`config.mk`:
```
export PLATFORM = sky130hd
export DESIGN_NAME = simple_op_sched
export DESIGN_NICKNAME = d
export VERILOG_FILES = /design/src/rtl/simple_op_sched_pkg.sv /design/src/rtl/simple_op_sched_rr_arbiter2.sv /design/src/rtl/simple_op_sched.sv
export SDC_FILE = /design/constraint.sdc
export NUM_CORES = 1
export LEC_CHECK = 0
export CORE_AREA = 5 5 42 44
export DETAILED_ROUTE_END_ITERATION = 16
export DIE_AREA = 0 0 47 49
export DONT_BUFFER_PORTS = 1
export PLACE_DENSITY = 0.62
export SKIP_CTS_REPAIR_TIMING = 1
export SLEW_MARGIN = 0
export SYNTH_ARGS = -nofsm -noshare
export SYNTH_HDL_FRONTEND = slang
export SYNTH_SLANG_ARGS = --single-unit
```
`constraint.sdc`:
```
create_clock -name clk -period 1.2 [get_ports clk]
set_input_delay 0.24 -clock clk [delete_from_list [all_inputs] [get_ports clk]]
set_output_delay 0.24 -clock clk [all_outputs]
set_load 0.01 [all_outputs]
```
`src/rtl/simple_op_sched_pkg.sv`:
```
// Shared definitions for simple_op_sched: state encoding, default lane
// widths and grant-counter width.
package simple_op_sched_pkg;

  typedef enum logic {
    ST_IDLE = 1'b0,
    ST_HOLD = 1'b1
  } state_e;

  localparam int DEF_WIDTH1 = 3;
  localparam int DEF_WIDTH2 = 6;
  localparam int CNT_W      = 8;

endpackage

```
`src/rtl/simple_op_sched_rr_arbiter2.sv`:
```
// rr_arbiter2: two-requester round-robin arbiter. Grants are one-hot and
// combinational; the priority pointer only moves when a grant is issued.
module rr_arbiter2 (
  input  logic       clk,
  input  logic       reset,
  input  logic       en_i,
  input  logic [1:0] req_i,
  output logic [1:0] gnt_o
);

  // prio_q = 0 favours requester 0, 1 favours requester 1
  logic prio_q, prio_d;

  // grant selection and pointer advance
  always_comb begin
    gnt_o  = 2'b00;
    prio_d = prio_q;
    if (en_i) begin
      if (req_i[0] && (!req_i[1] || !prio_q)) gnt_o[0] = 1'b1;
      else if (req_i[1])                      gnt_o[1] = 1'b1;
    end
    // the requester just served loses the next contest
    if (gnt_o[0])      prio_d = 1'b1;
    else if (gnt_o[1]) prio_d = 1'b0;
  end

  // priority pointer register
  always_ff @(posedge clk) begin
    if (reset) prio_q <= 1'b0;
    else       prio_q <= prio_d;
  end

endmodule

```
`src/rtl/simple_op_sched.sv`:
```
// simple_op_sched: two requesters share one output lane through a one-word
// output register; round-robin when both request.
// Optional build macro SIMPLE_OP_SCHED_GRANT_COUNT_EN adds saturating
// per-requester grant counters; without it grant_cnt1/2 are tied to zero.
module simple_op_sched
  import simple_op_sched_pkg::*;
#(
  parameter int WIDTH1 = DEF_WIDTH1,
  parameter int WIDTH2 = DEF_WIDTH2   // must be >= WIDTH1
) (
  input  logic              clk,
  input  logic              reset,
  input  logic [WIDTH1-1:0] in1_data,
  input  logic              in1_valid,
  output logic              in1_ready,
  input  logic [WIDTH2-1:0] in2_data,
  input  logic              in2_valid,
  output logic              in2_ready,
  output logic [WIDTH2-1:0] out_data,
  output logic              out_src,
  output logic              out_valid,
  input  logic              out_ready,
  output logic [CNT_W-1:0]  grant_cnt1,
  output logic [CNT_W-1:0]  grant_cnt2
);

  state_e            state_q, state_d;
  logic [WIDTH2-1:0] data_q, data_d;
  logic              src_q, src_d;
  logic              slot_open;
  logic [1:0]        gnt;

  // slot is open when empty, or full but draining this very cycle;
  // reset masks the arbiter so nothing is granted while it is held
  assign slot_open = (state_q == ST_IDLE) || out_ready;

  rr_arbiter2 u_arb (
    .clk   (clk),
    .reset (reset),
    .en_i  (slot_open && !reset),
    .req_i ({in2_valid, in1_valid}),
    .gnt_o (gnt)
  );

  assign in1_ready = gnt[0];
  assign in2_ready = gnt[1];

  // next-state: load on grant, drop to IDLE when drained with no refill
  always_comb begin
    state_d = state_q;
    data_d  = data_q;
    src_d   = src_q;
    if (gnt[0]) begin
      state_d = ST_HOLD;
      data_d  = WIDTH2'(in1_data);
      src_d   = 1'b0;
    end else if (gnt[1]) begin
      state_d = ST_HOLD;
      data_d  = in2_data;
      src_d   = 1'b1;
    end else if (state_q == ST_HOLD && out_ready) begin
      // data/src intentionally keep the last word
      state_d = ST_IDLE;
    end
  end

  // output register / state register
  always_ff @(posedge clk) begin
    if (reset) begin
      state_q <= ST_IDLE;
      data_q  <= '0;
      src_q   <= 1'b0;
    end else begin
      state_q <= state_d;
      data_q  <= data_d;
      src_q   <= src_d;
    end
  end

  assign out_valid = (state_q == ST_HOLD);
  assign out_data  = data_q;
  assign out_src   = src_q;

`ifdef SIMPLE_OP_SCHED_GRANT_COUNT_EN
  logic [CNT_W-1:0] cnt1_q, cnt1_d, cnt2_q, cnt2_d;

  // saturating grant counters
  always_comb begin
    cnt1_d = cnt1_q;
    cnt2_d = cnt2_q;
    if (gnt[0] && (cnt1_q != {CNT_W{1'b1}})) cnt1_d = cnt1_q + 1'b1;
    if (gnt[1] && (cnt2_q != {CNT_W{1'b1}})) cnt2_d = cnt2_q + 1'b1;
  end

  // counter registers
  always_ff @(posedge clk) begin
    if (reset) begin
      cnt1_q <= '0;
      cnt2_q <= '0;
    end else begin
      cnt1_q <= cnt1_d;
      cnt2_q <= cnt2_d;
    end
  end

  assign grant_cnt1 = cnt1_q;
  assign grant_cnt2 = cnt2_q;
`else
  assign grant_cnt1 = '0;
  assign grant_cnt2 = '0;
`endif

endmodule
```
==> reports/metrics.yaml <==
start_kind: "register"
r2r_start: "out_valid$_SDFFE_PP0P_"
pwr-share-clk_pct: 32.7
initial_utilization_pct: 38.4
worstHoldPathCells: 1
min-delay-path-class: "in2reg"
cts_sinks: 9
wl_per_cell_um: 11.7
crit_path_end_kind: "output port"
finalWorstSetupSlack_ps: -242
critical-path-top-delay-family: "simple AND/OR/NAND/NOR gates"
swShare_pct: 27.3
rsz0062_at_grt: "true"
fin_nets: 85
skew_ps: 7.37
cp_num_buf_inv: 1
leakagePower_uw: 0.000278
crit_type: "reg2out"
grtUsageTotal_pct: 9.04
combPwrFrac_pct: 19.3
p_sw_uw: 191
p_seq_share_pct: 48.1
fin_crit_sh_pct: 120
area_growth_pct: 13.7
num_vias: 373
min_from: "reset"
crit_fanout: 3
wirelength_mm: 1.01
worstPathCellList: "nor2b_4 > nor4b_4 > buf_4"
cts_buffers: 3
grt_pass1_vias: 329
core-area_um2: 1400
cts_tree: "yes"
cts_buffer_depth: 2
reg2reg_depth: 6
timing.fmax_ghz: 0.694
ir_worst_vdd_v: 0.000599
cp_data_required_time_ps: 960
hold_violations: 0
clk_latency_ps: 260
die_h_um: 49
synth_cells: 58
synth.cell_area_um2: 538
yosys_warnings: 0
drv_slew: 0
syn-mean-instance-area_um2: 9.28
pin_count: 40
power_density_nw_per_um2: 1140
dp_hpwl_um: 810
grt_max_degree: 10
htree_levels: 1
io_buffers: 0
root_buffer: "clkbuf_4"
holdPathEnd: "out_valid$_SDFFE_PP0P_"
die_area_um2: 2300
synth_seq_cells: 9
grt_pass1_wl_mm: 1.46
cp.arrival_ps: 1200
antenna_found_initial: 0
rows: 14
die_width_um: 47
setup_violations: 8
grt_overflow: 0
worst_path_largest_cell_delay_ps: 330
whs_ps: 34.5
status: "complete, but fails checks"
postRouteAntennaNets: 0
dr.first_iter.drc_count: 5
fillers: 144
clk_pin_slew_ps: 70
synth_seq_area_share_pct: 33.5
fin_util_pct: 43.7
place_congestion: 0.680
min_period_ps: 1440
r2r_slack_ps: -120
drc: 0
dr.pass1.iters: 3
crit_slowest_cell: "dfxtp_2"
power.internal_uw: 507
r2r_end: "out_data[2]$_SDFFE_PP0P_"
routed_via_density: 4.34
diodes: 0
ys_types: 16
drive_above_1_share_pct: 34.3
failed_checks: "setup timing"
maxCapViolCount: 0
power groups by stage:
| stage | logic, µW | clock network (µW) | registers, µW |
|---|---|---|---|
| after floorplan | 132 | 0 | 340 |
| after global placement | 109 | 0 | 342 |
| after detailed placement | 110 | 0 | 342 |
| after CTS | 110 | 238 | 335 |
| after global routing | 148 | 263 | 338 |
| final | 134 | 228 | 335 |
through the flow:
stage	cells	cell area [µm²]	power, µW	setup WS (ps)	TNS [ps]
floorplan	73	596	472	-106	-336
CTS	81	549	684	-401	-1010
detailed placement	77	522	452	-116	-441
global route	86	612	749	-314	-1450
global placement	77	522	450	-77.1	-167
finish	86	612	698	-242	-896
worst max-delay path by stage:
stage | from | to | slack (ps) | cells after the start
after CTS | out_valid$_SDFFE_PP0P_ | in2_ready | -400 | 3
final | out_valid$_SDFFE_PP0P_ | in2_ready | -240 | 3
after global routing | out_valid$_SDFFE_PP0P_ | in2_ready | -310 | 3
after floorplan | out_valid$_SDFFE_PP0P_ | out_data[3]$_SDFFE_PP0P_ | -110 | 4
after global placement | out_valid$_SDFFE_PP0P_ | in2_ready | -80 | 3
after detailed placement | out_valid$_SDFFE_PP0P_ | in2_ready | -120 | 3
synth_stat cells (all sizes together):
library cell / number / share of area [%]
buf: 18 / 26
nor2: 10 / 7.0
dfxtp: 9 / 33
mux2i: 6 / 11
a211oi: 3 / 4.2
a21oi: 2 / 1.9
nor2b: 2 / 3.7
nor3: 2 / 1.9
a31o: 1 / 1.6
and4b: 1 / 1.9
conb: 1 / 0.70
nand2: 1 / 0.70
nand2b: 1 / 1.6
nor4b: 1 / 4.4
final cells by class:
class	instances	area, µm²	share of cell area [%]
clock buffers	3	22.5	3.68
clock inverters	1	5.00	0.818
multi-input cells	46	288	47.0
flip-flops and latches	9	183	29.9
well taps	16	20.0	3.27
repair buffers	11	93.8	15.3
metal layers:
| layer | up-vias | track usage, % | share of wire [%] |
|---|---|---|---|
| li1 | 190 | - | - |
| met1 | 163 | 8.65 | 35 |
| met2 | 18 | 13.3 | 51 |
| met3 | 2 | 7.75 | 13 |
| met4 | 0 | 4.15 | 0.99 |
| met5 | - | 0 | 0 |
cell families after synthesis:
logic type             synth area share [%]
buffers and inverters                  25.8
and+or+nand+nor                        21.2
muxes                                  11.2
DFF                                    33.5
AOI/OAI and AO/OA                      7.67
other                                 0.697
cell usage in the layout (no fill, tap or decap):
| cell | count |
|---|---|
| nor3_1 | 2 |
| nand2b_4 | 1 |
| nor4b_4 | 1 |
| clkinv_2 | 1 |
| conb_1 | 16 |
| nor2b_1 | 1 |
| dfxtp_1 | 7 |
| clkbuf_4 | 3 |
| a31o_2 | 1 |
| mux2i_2 | 1 |
| a21oi_1 | 2 |
| and4b_2 | 1 |
| dfxtp_2 | 2 |
| nor2b_4 | 1 |
| mux2i_1 | 5 |
| nand2_2 | 1 |
| a211oi_1 | 3 |
| buf_4 | 8 |
| buf_6 | 3 |
| nor2_1 | 10 |
flip-flops by register name, indices dropped and copies added, names as in the netlist:
name / flops
out_data: 6
out_src: 1
out_valid: 1
u_arb.prio_q: 1
(Power assumes the default switching activity.)
